## src/rtl/temp_seq_if.sv

```systemverilog
// Control/result bus of the temperature sequencer: pass requests in, averaged
// results and FSM status out.
interface temp_seq_if #(
  parameter int WIDTH = 8
) ();
  logic             start;
  logic             cont;
  logic [WIDTH-1:0] result;
  logic [1:0]       result_ch;
  logic             result_valid;
  logic             overflow;
  logic             busy;
  logic [2:0]       state;

  // Requester side (system controller / testbench)
  modport master (
    output start, cont,
    input  result, result_ch, result_valid, overflow, busy, state
  );

  // Sequencer side
  modport slave (
    input  start, cont,
    output result, result_ch, result_valid, overflow, busy, state
  );
endinterface

```

## src/rtl/temp_seq.sv

```systemverilog
// Temperature sensor sequencer: powers up the analog core, then for each
// channel runs 2^AVG integrate-and-count conversions (reset pulse, counter
// running until the comparator fires or the counter saturates), averages
// them and strobes one result per channel.
module temp_seq #(
  parameter int WIDTH  = 8,
  parameter int NCH    = 2,
  parameter int AVG    = 0,
  parameter int TPWRUP = 16,
  parameter int TRST   = 4
) (
  input  logic           clk,
  input  logic           reset,
  input  logic           CMPO_1V8,
  output logic           PWRUP_1V8,
  output logic [NCH-1:0] CHSEL_1V8,
  output logic           RESET_1V8,
  output logic           PWM_1V8,
  temp_seq_if.slave      bus
);

  localparam int TMAX  = (TPWRUP > TRST) ? TPWRUP : TRST;
  localparam int TW    = $clog2(TMAX + 1);
  localparam int ACC_W = WIDTH + AVG;
  localparam logic [AVG:0] NCONV_LAST = (AVG + 1)'((1 << AVG) - 1);

  typedef enum logic [2:0] {
    S_IDLE  = 3'd0,
    S_PWRUP = 3'd1,
    S_RST   = 3'd2,
    S_COUNT = 3'd3,
    S_DONE  = 3'd4
  } state_e;

  state_e           state_q, state_d;
  logic [TW-1:0]    tmr_q, tmr_d;
  logic [1:0]       ch_q, ch_d;
  logic [WIDTH-1:0] cnt_q, cnt_d;
  logic [ACC_W-1:0] acc_q, acc_d;
  logic [AVG:0]     nconv_q, nconv_d;
  logic             ovf_acc_q, ovf_acc_d;
  logic [WIDTH-1:0] res_q, res_d;
  logic [1:0]       res_ch_q, res_ch_d;
  logic             res_ovf_q, res_ovf_d;
  // [0],[1]: two-flop synchronizer; [2]: previous synchronized value
  logic [2:0]       sync_q, sync_d;

  logic             cmp_rise;
  logic             cnt_max;
  logic             conv_end;
  logic             sat;
  logic             last_conv;
  logic [ACC_W-1:0] sum;

  // Conversion bookkeeping shared by next-state and datapath logic
  always_comb begin
    cmp_rise  = sync_q[1] & ~sync_q[2];
    cnt_max   = (cnt_q == {WIDTH{1'b1}});
    // an edge landing on the saturation cycle wins: no overflow
    conv_end  = (state_q == S_COUNT) && (cmp_rise || cnt_max);
    sat       = cnt_max && !cmp_rise;
    last_conv = (nconv_q == NCONV_LAST);
    sum       = acc_q + ACC_W'(cnt_q);
  end

  // State and datapath registers
  always_ff @(posedge clk or negedge reset) begin
    if (!reset) begin
      state_q   <= S_IDLE;
      tmr_q     <= '0;
      ch_q      <= '0;
      cnt_q     <= '0;
      acc_q     <= '0;
      nconv_q   <= '0;
      ovf_acc_q <= 1'b0;
      res_q     <= '0;
      res_ch_q  <= '0;
      res_ovf_q <= 1'b0;
      sync_q    <= '0;
    end else begin
      state_q   <= state_d;
      tmr_q     <= tmr_d;
      ch_q      <= ch_d;
      cnt_q     <= cnt_d;
      acc_q     <= acc_d;
      nconv_q   <= nconv_d;
      ovf_acc_q <= ovf_acc_d;
      res_q     <= res_d;
      res_ch_q  <= res_ch_d;
      res_ovf_q <= res_ovf_d;
      sync_q    <= sync_d;
    end
  end

  // Next-state logic
  always_comb begin
    state_d = state_q;
    unique case (state_q)
      S_IDLE:  if (bus.start || bus.cont) state_d = S_PWRUP;
      S_PWRUP: if (tmr_q == TW'(TPWRUP - 1)) state_d = S_RST;
      S_RST:   if (tmr_q == TW'(TRST - 1)) state_d = S_COUNT;
      S_COUNT: if (conv_end) state_d = last_conv ? S_DONE : S_RST;
      S_DONE: begin
        // next channel, or wrap straight to RST while cont holds the core up
        if (ch_q < 2'(NCH - 1) || bus.cont) state_d = S_RST;
        else                                state_d = S_IDLE;
      end
      default: state_d = S_IDLE;
    endcase
  end

  // Datapath: phase timer, conversion counter, accumulator, result registers
  always_comb begin
    sync_d    = {sync_q[1:0], CMPO_1V8};
    tmr_d     = '0;
    ch_d      = ch_q;
    cnt_d     = '0;
    acc_d     = acc_q;
    nconv_d   = nconv_q;
    ovf_acc_d = ovf_acc_q;
    res_d     = res_q;
    res_ch_d  = res_ch_q;
    res_ovf_d = res_ovf_q;

    // timer restarts on every phase change
    if ((state_q == S_PWRUP || state_q == S_RST) && state_d == state_q)
      tmr_d = tmr_q + 1'b1;

    if (state_q == S_IDLE && state_d == S_PWRUP)
      ch_d = '0;

    if (state_q == S_COUNT && !conv_end)
      cnt_d = cnt_q + 1'b1;

    if (conv_end) begin
      if (last_conv) begin
        res_d     = WIDTH'(sum >> AVG);
        res_ch_d  = ch_q;
        res_ovf_d = ovf_acc_q | sat;
        acc_d     = '0;
        ovf_acc_d = 1'b0;
        nconv_d   = '0;
      end else begin
        acc_d     = sum;
        ovf_acc_d = ovf_acc_q | sat;
        nconv_d   = nconv_q + 1'b1;
      end
    end

    if (state_q == S_DONE)
      ch_d = (ch_q < 2'(NCH - 1)) ? ch_q + 2'd1 : 2'd0;
  end

  // Outputs decoded from the current state
  always_comb begin
    PWRUP_1V8 = (state_q != S_IDLE);
    RESET_1V8 = (state_q == S_RST);
    PWM_1V8   = (state_q == S_COUNT);
    CHSEL_1V8 = '0;
    if (state_q == S_RST || state_q == S_COUNT || state_q == S_DONE)
      for (int i = 0; i < NCH; i++) CHSEL_1V8[i] = (ch_q == 2'(i));
  end

  assign bus.result       = res_q;
  assign bus.result_ch    = res_ch_q;
  assign bus.overflow     = res_ovf_q;
  assign bus.result_valid = (state_q == S_DONE);
  assign bus.busy         = (state_q != S_IDLE);
  assign bus.state        = state_q;

endmodule
```

## src/flat_wrapper.sv

```systemverilog
// flat-port wrapper written by rule: the top's interface ports become plain ports
module temp_seq_flat 
#(
  parameter int WIDTH  = 8,
  parameter int NCH    = 2,
  parameter int AVG    = 0,
  parameter int TPWRUP = 16,
  parameter int TRST   = 4
)
  (clk, reset, CMPO_1V8, PWRUP_1V8, CHSEL_1V8, RESET_1V8, PWM_1V8, bus_start, bus_cont, bus_result, bus_result_ch, bus_result_valid, bus_overflow, bus_busy, bus_state);
  temp_seq_if #(.WIDTH(WIDTH)) bus_i ();
  input  logic clk;
  input  logic reset;
  input  logic CMPO_1V8;
  output logic PWRUP_1V8;
  output logic [NCH-1:0] CHSEL_1V8;
  output logic RESET_1V8;
  output logic PWM_1V8;
  input wire logic [$bits(bus_i.start)-1:0] bus_start;
  input wire logic [$bits(bus_i.cont)-1:0] bus_cont;
  output wire logic [$bits(bus_i.result)-1:0] bus_result;
  output wire logic [$bits(bus_i.result_ch)-1:0] bus_result_ch;
  output wire logic [$bits(bus_i.result_valid)-1:0] bus_result_valid;
  output wire logic [$bits(bus_i.overflow)-1:0] bus_overflow;
  output wire logic [$bits(bus_i.busy)-1:0] bus_busy;
  output wire logic [$bits(bus_i.state)-1:0] bus_state;
  assign bus_i.start = bus_start;
  assign bus_i.cont = bus_cont;
  assign bus_result = bus_i.result;
  assign bus_result_ch = bus_i.result_ch;
  assign bus_result_valid = bus_i.result_valid;
  assign bus_overflow = bus_i.overflow;
  assign bus_busy = bus_i.busy;
  assign bus_state = bus_i.state;
  temp_seq #(.WIDTH(WIDTH), .NCH(NCH), .AVG(AVG), .TPWRUP(TPWRUP), .TRST(TRST)) u_core (.clk(clk), .reset(reset), .CMPO_1V8(CMPO_1V8), .PWRUP_1V8(PWRUP_1V8), .CHSEL_1V8(CHSEL_1V8), .RESET_1V8(RESET_1V8), .PWM_1V8(PWM_1V8), .bus(bus_i));
endmodule
```

## config.mk

```make
export PLATFORM = sky130hd
export DESIGN_NAME = temp_seq_flat
export DESIGN_NICKNAME = d
export VERILOG_FILES = /design/src/rtl/temp_seq_if.sv /design/src/rtl/temp_seq.sv /design/src/flat_wrapper.sv
export SDC_FILE = /design/constraint.sdc
export NUM_CORES = 1
export LEC_CHECK = 0
export BUFFER_PORTS_ARGS = -buffer_cell sky130_fd_sc_hd__buf_2
export CAP_MARGIN = 10
export CORE_UTILIZATION = 32
export DETAILED_ROUTE_END_ITERATION = 8
export PLACE_DENSITY = 0.5
export REMOVE_ABC_BUFFERS = 1
export SLEW_MARGIN = 25
export SYNTH_ARGS = -nofsm -noshare
export SYNTH_HDL_FRONTEND = slang
export SYNTH_SLANG_ARGS = --single-unit
```

## constraint.sdc

```tcl
create_clock -name clk -period 2.4 [get_ports clk]
set_clock_uncertainty 0.2 [all_clocks]
set_input_delay 0.48 -clock clk [delete_from_list [all_inputs] [get_ports clk]]
set_output_delay 0.48 -clock clk [all_outputs]
set_load 0.02 [all_outputs]
```

==> results of run 1 <==
-- layout by cell type (no fill, tap or decap), types with 4 or more instances in the layout --
master / n
a21oi_1: 7
buf_2: 25
clkbuf_8: 6
dfrtp_1: 32
ha_1: 6
inv_1: 10
mux2_4: 9
nand3_1: 7
nor2_1: 17
nor3_1: 4
-- routing by layer --
metal	global-route usage [%]	routed length, um	up-vias
li1	-	-	494
met1	13.9	1180	474
met2	18.5	1190	17
met3	4.62	122	8
met4	6.67	63	0
met5	0	0	-
-- sequential cells by signal, indices dropped and copies added (netlist names) --
register              cells
u_core.bus.result         8
u_core.cnt_q              8
u_core.ch_q               2
u_core.bus.overflow       1
u_core.bus.state          3
u_core.sync_q             3
u_core.tmr_q              5
u_core.bus.result_ch      2
-- logic make-up after synthesis --
kind of cell / synth area share [%]
AND/OR/NAND/NOR: 15.9
flip-flops: 54.2
AO/OA/AOI/OAI: 6.44
buffers and inverters: 4.83
multiplexers: 9.92
XOR/XNOR: 3.56
adder cells (fa/ha/maj): 5.08
-- report_power, final --
| part | switching (W) | internal, W | total [W] |
|---|---|---|---|
| clock | 0.000189 | 0.000228 | 0.000417 |
| sequential | 0.0000784 | 0.000633 | 0.000711 |
| combinational | 0.000266 | 0.000186 | 0.000451 |
| total | 0.000533 | 0.00105 | 0.00158 |
-- path summary, 6_finish.rpt --
check	start	endpoint	cells past startpoint
worst max-delay path	u_core.bus.state[2]$_DFF_PN0_	CHSEL_1V8[1]	5
min in group clk	CMPO_1V8	u_core.sync_q[0]$_DFF_PN0_	1
worst max register to register	u_core.cnt_q[0]$_DFF_PN0_	u_core.bus.result[0]$_DFFE_PN0P_	6
max in group asynchronous	reset	u_core.tmr_q[4]$_DFF_PN0_	1
worst min-delay path	reset	u_core.bus.result_ch[1]$_DFFE_PN0P_	1
worst min register to register	u_core.sync_q[0]$_DFF_PN0_	u_core.sync_q[1]$_DFF_PN0_	0
-- stage by stage --
| stage | hold slack [ns] | util [%] |
|---|---|---|
| 2_1_floorplan | -0.0156 | - |
| 6_report | 0.0338 | 39.7 |
| 4_1_cts | 0.0576 | 39.7 |
| 5_1_grt | 0.0967 | 39.7 |
| 3_3_place_gp | 0.133 | 37.6 |
| 3_5_place_dp | 0.136 | 37.6 |
-- final cells by class --
cell class / count / area [um2]
Inverter: 10 / 37.5
Fill cell: 422 / 2640
Timing Repair Buffer: 27 / 140
Tap cell: 52 / 65.1
Multi-Input combinational cell: 83 / 604
Clock inverter: 2 / 10.0
Clock buffer: 6 / 82.6
Sequential cell: 32 / 801
-- synthesized netlist by cell type (2+ instances only) --
| library cell | number | area share [%] |
|---|---|---|
| buf_2 | 3 | 1.0 |
| nor3_1 | 4 | 1.4 |
| nor2b_1 | 2 | 0.85 |
| inv_1 | 10 | 2.5 |
| xnor2_1 | 3 | 1.8 |
| nand2_1 | 3 | 0.76 |
| nor2_1 | 17 | 4.3 |
| nand4_1 | 2 | 0.85 |
| xor2_1 | 3 | 1.8 |
| dfrtp_1 | 32 | 54 |
| nand3_1 | 7 | 2.4 |
| a21oi_1 | 7 | 2.4 |
| mux2_4 | 9 | 9.2 |
| o31ai_1 | 3 | 1.5 |
| ha_1 | 6 | 5.1 |
==> flow_metrics.env, run 1 <==
export IMPL_syn_area_per_cell_um2=11.4
export IMPL_relSlewSlack_pct=54.4
export IMPL_worst_slack_ns=0.320
export IMPL_fin_cells=212
export IMPL_ys_ff_latch=32
export IMPL_drc=0
export IMPL_clkTransAtPathRegs_ns=0.06
export IMPL_nets=170
export IMPL_ys_flop_type="dfrtp_1"
export IMPL_gp_congestion=0.763
export IMPL_antennaDiodeCount=0
export IMPL_post_route_period_util_pct=86.7
export IMPL_setup_viol=0
export IMPL_grt_pass1_wl_mm=4.46
export IMPL_worst_path_buf_inv=2
export IMPL_cts_buffer_depth=2
export IMPL_coreArea_mm2=0.00438
export IMPL_vdd_drop_max_mv=0.513
export IMPL_drive_gt1_share_pct=30.0
export IMPL_critPathTopFamily="flip-flops"
export IMPL_slowest_stage="dfrtp_1"
export IMPL_cts_sinks=32
export IMPL_areaGrowthSynthToFinish_pct=17.9
export IMPL_slew_violations=0
export IMPL_ys_types=34
export IMPL_pin_count=26
export IMPL_die_x_um=69.9
export IMPL_outcome="complete, no violations"
export IMPL_cts_hold_buffers=0
export IMPL_synth_edf_count=0
export IMPL_cts_setup_buffers=0
export IMPL_cts_made_buffers=5
export IMPL_grt_max_degree=33
export IMPL_routed_via_density=4.68
export IMPL_ant_nets=0
export IMPL_cts_root_buf="clkbuf_8"
export IMPL_power_w=0.00158
export IMPL_start_util_pct=33.7
export IMPL_cp_slowest_stage_delay_ns=0.43
export IMPL_synth_async_reset_ratio_pct=100
export IMPL_cts_tree="yes"
export IMPL_dieArea_mm2=0.00489
export IMPL_antenna_found_initial=0
export IMPL_num_rows=24
export IMPL_vias=993
export IMPL_rrSetupSlack_ns=0.50
export IMPL_crit_fanout=7
export IMPL_insertion_delay_ns=0.28
export IMPL_htree_levels=2
export IMPL_maxCapViolCount=0
export IMPL_grt_pass1_vias=990
export IMPL_post_drt_wl_per_cell_um=12.1
export IMPL_fmax_mhz=481
export IMPL_grt_setup_unrepaired="no"
export IMPL_cts_repair_resized=0
export IMPL_period_needed_ns=2.08
export IMPL_worstHoldPathType="primary input to asynchronous set/reset pin"
export IMPL_p_leak_nw=0.856
export IMPL_powerDensity_mw_per_mm2=907
export IMPL_worstPathRequired_ns=1.72
export IMPL_firstDrtPassIters=4
export IMPL_postSynthCellCount=130
export IMPL_pre_cts_ws_ns=0.489
export IMPL_grt_total_usage_pct=11.8
export IMPL_synth_seq_area_share_pct=54.2
export IMPL_fin_area_mm2=0.00174
export IMPL_cp_cell_sequence="inv_1, nor3_1, a21oi_1, nor2b_1, buf_2"
export IMPL_syn_cell_area_mm2=0.00148
export IMPL_dp_hpwl_mm=1.85
export IMPL_cp_arrival_ns=1.40
export IMPL_grt_overflow=0
export IMPL_finalHoldViolCount=0
export IMPL_port_buffers=25
export IMPL_synth_warning_count=0
export IMPL_critPathCaptureType="output pin"
export IMPL_placed_cells=204
export IMPL_worstSetupPathType="register to output pin"
export IMPL_startpoint_type="register"
export IMPL_setup_tns_final_ns=0
export IMPL_drt_iter0_markers=30
export IMPL_die_y_um=69.9
export IMPL_dpl_cell_area_mm2=0.00165
export IMPL_drt_total_wl_mm=2.56
export IMPL_worst_pin_slew_ns=0.684
Note: power is estimated with default switching activity, not from simulation.
==> inputs of run 2 (changes only) <==
- BUFFER_PORTS_ARGS: -buffer_cell sky130_fd_sc_hd__buf_2 -> unset
- DONT_BUFFER_PORTS: unset -> 1
- PLACE_DENSITY: 0.5 -> 0.45
==> flow_metrics.env, run 2 (synthesis gave the netlist of run 1 again) <==
export IMPL_powerDensity_mw_per_mm2=1000
export IMPL_period_needed_ns=2.20
export IMPL_cts_buffer_depth=2
export IMPL_reg2reg_depth=6
export IMPL_crit_fanout=7
export IMPL_relSlewSlack_pct=60.4
export IMPL_port_buffers=0
export IMPL_worst_slack_ns=0.201
export IMPL_firstDrtPassIters=4
export IMPL_clkTransAtPathRegs_ns=0.06
export IMPL_outcome="complete, no violations"
export IMPL_antenna_found_initial=0
export IMPL_die_y_um=69.9
export IMPL_maxCapViolCount=0
export IMPL_start_util_pct=33.7
export IMPL_r2r_start="u_core.tmr_q[0]$_DFF_PN0_"
export IMPL_worstPathRequired_ns=1.72
export IMPL_die_x_um=69.9
export IMPL_pre_cts_ws_ns=0.356
export IMPL_min_path_cells=0
export IMPL_drc=0
export IMPL_drt_total_wl_mm=2.61
export IMPL_grt_pass1_wl_mm=4.54
export IMPL_drt_iter0_markers=56
export IMPL_worstSetupPathType="register to output pin"
export IMPL_pin_count=26
export IMPL_cp_arrival_ns=1.52
export IMPL_cp_slowest_stage_delay_ns=0.53
export IMPL_fin_area_mm2=0.00170
export IMPL_grt_pass1_vias=940
export IMPL_dieArea_mm2=0.00489
export IMPL_grt_overflow=0
export IMPL_fmax_mhz=455
export IMPL_setup_tns_final_ns=0
export IMPL_critPathCaptureType="output pin"
export IMPL_ant_nets=0
export IMPL_post_drt_wl_per_cell_um=13.6
export IMPL_final_core_util_pct=38.8
export IMPL_routed_via_density=4.90
export IMPL_placed_cells=182
export IMPL_htree_levels=2
export IMPL_vias=941
export IMPL_dpl_cell_area_mm2=0.00155
export IMPL_r2r_end="u_core.tmr_q[3]$_DFF_PN0_"
export IMPL_cts_sinks=32
export IMPL_grt_max_degree=33
export IMPL_finalHoldViolCount=0
export IMPL_drive_gt1_share_pct=19.3
export IMPL_cp_cell_sequence="inv_1, nor3_1, a21oi_1, nor2b_1, buf_4"
export IMPL_slowest_stage="dfrtp_1"
export IMPL_nFillCells=442
export IMPL_cts_repair_resized=0
export IMPL_dp_hpwl_mm=1.84
export IMPL_nets=150
export IMPL_grt_setup_unrepaired="no"
export IMPL_cts_made_buffers=5
export IMPL_p_leak_nw=0.780
export IMPL_antennaDiodeCount=0
export IMPL_insertion_delay_ns=0.28
export IMPL_coreArea_mm2=0.00438
export IMPL_areaGrowthSynthToFinish_pct=15.3
export IMPL_worstHoldPathType="primary input to register"
export IMPL_grt_total_usage_pct=12.4
export IMPL_num_rows=24
export IMPL_cts_root_buf="clkbuf_8"
export IMPL_layout_commonest_cell="dfrtp_1"
export IMPL_min_from="CMPO_1V8"
export IMPL_post_route_period_util_pct=91.6
export IMPL_mostFrequentLayoutCells="dfrtp_1, nor2_1, inv_1, mux2_4"
export IMPL_cts_setup_buffers=0
export IMPL_worst_pin_slew_ns=0.588
export IMPL_gp_congestion=0.807
export IMPL_cts_tree="yes"
export IMPL_slew_violations=0
export IMPL_hold_end="u_core.sync_q[0]$_DFF_PN0_"
export IMPL_setup_viol=0
export IMPL_startpoint_type="register"
export IMPL_vdd_drop_max_mv=0.480
export IMPL_rrSetupSlack_ns=0.37
export IMPL_fin_cells=192
==> run 2: how the worst max path moves through the flow <==
stage,startpoint,end,slack [ns],depth (start not counted)
6_report,u_core.bus.state[2]$_DFF_PN0_,CHSEL_1V8[1],0.20,5
3_3_place_gp,u_core.tmr_q[0]$_DFF_PN0_,u_core.tmr_q[3]$_DFF_PN0_,0.42,5
4_1_cts,u_core.bus.state[2]$_DFF_PN0_,CHSEL_1V8[1],0.19,5
5_1_grt,u_core.bus.state[2]$_DFF_PN0_,CHSEL_1V8[1],0.05,5
3_5_place_dp,u_core.tmr_q[0]$_DFF_PN0_,u_core.tmr_q[2]$_DFF_PN0_,0.36,6
2_1_floorplan,u_core.bus.state[2]$_DFF_PN0_,CHSEL_1V8[0],-0.08,4
==> run 2: layer usage <==
| metal | wire length [um] | GRT usage (%) | share of wire, % | vias up |
|---|---|---|---|---|
| met5 | 0 | 0 | 0 | - |
| met4 | 74 | 7.56 | 2.8 | 0 |
| met3 | 170 | 5.19 | 6.5 | 8 |
| met2 | 1220 | 17.4 | 47 | 23 |
| met1 | 1150 | 15.7 | 44 | 453 |
| li1 | - | - | - | 457 |
==> run 2: final cells by class <==
cell class / count / area, um2 / area share [%]
multi-input cells: 83 / 604 / 35.5
clock inverters: 1 / 30.0 / 1.76
flip-flops and latches: 32 / 801 / 47.1
inverters: 10 / 37.5 / 2.21
well taps: 52 / 65.1 / 3.82
clock buffers: 7 / 96.3 / 5.66
repair buffers: 7 / 67.6 / 3.97
==> run 2: repair_timing <==
item / in CTS / in global routing
endpoints found under the setup margin: 0 / 0
endpoints found under the hold margin: 32 / 0
hold buffers: 2 / 0
==> run 2: worst max-delay path: cells and delay by family, from the launching register on <==
family                 cells  cell delay, ns
AO/OA/AOI/OAI              1            0.09
AND/OR/NAND/NOR            2            0.34
flip-flops                 1            0.53
buffers and inverters      2            0.28
==> run 2: where the power goes <==
| group | switching (W) | internal (W) | total [W] |
|---|---|---|---|
| clock | 0.000197 | 0.000366 | 0.000563 |
| sequential | 0.000133 | 0.000632 | 0.000765 |
| combinational | 0.000211 | 0.000165 | 0.000376 |
==> run 2: per-stage QoR <==
step	total power [W]	hold WS (ns)
3_3_place_gp	0.00112	-0.0148
3_5_place_dp	0.00114	-0.0149
5_1_grt	0.00182	0.0123
2_1_floorplan	0.00104	-0.0156
4_1_cts	0.00173	0.0174
6_report	0.00170	0.0272
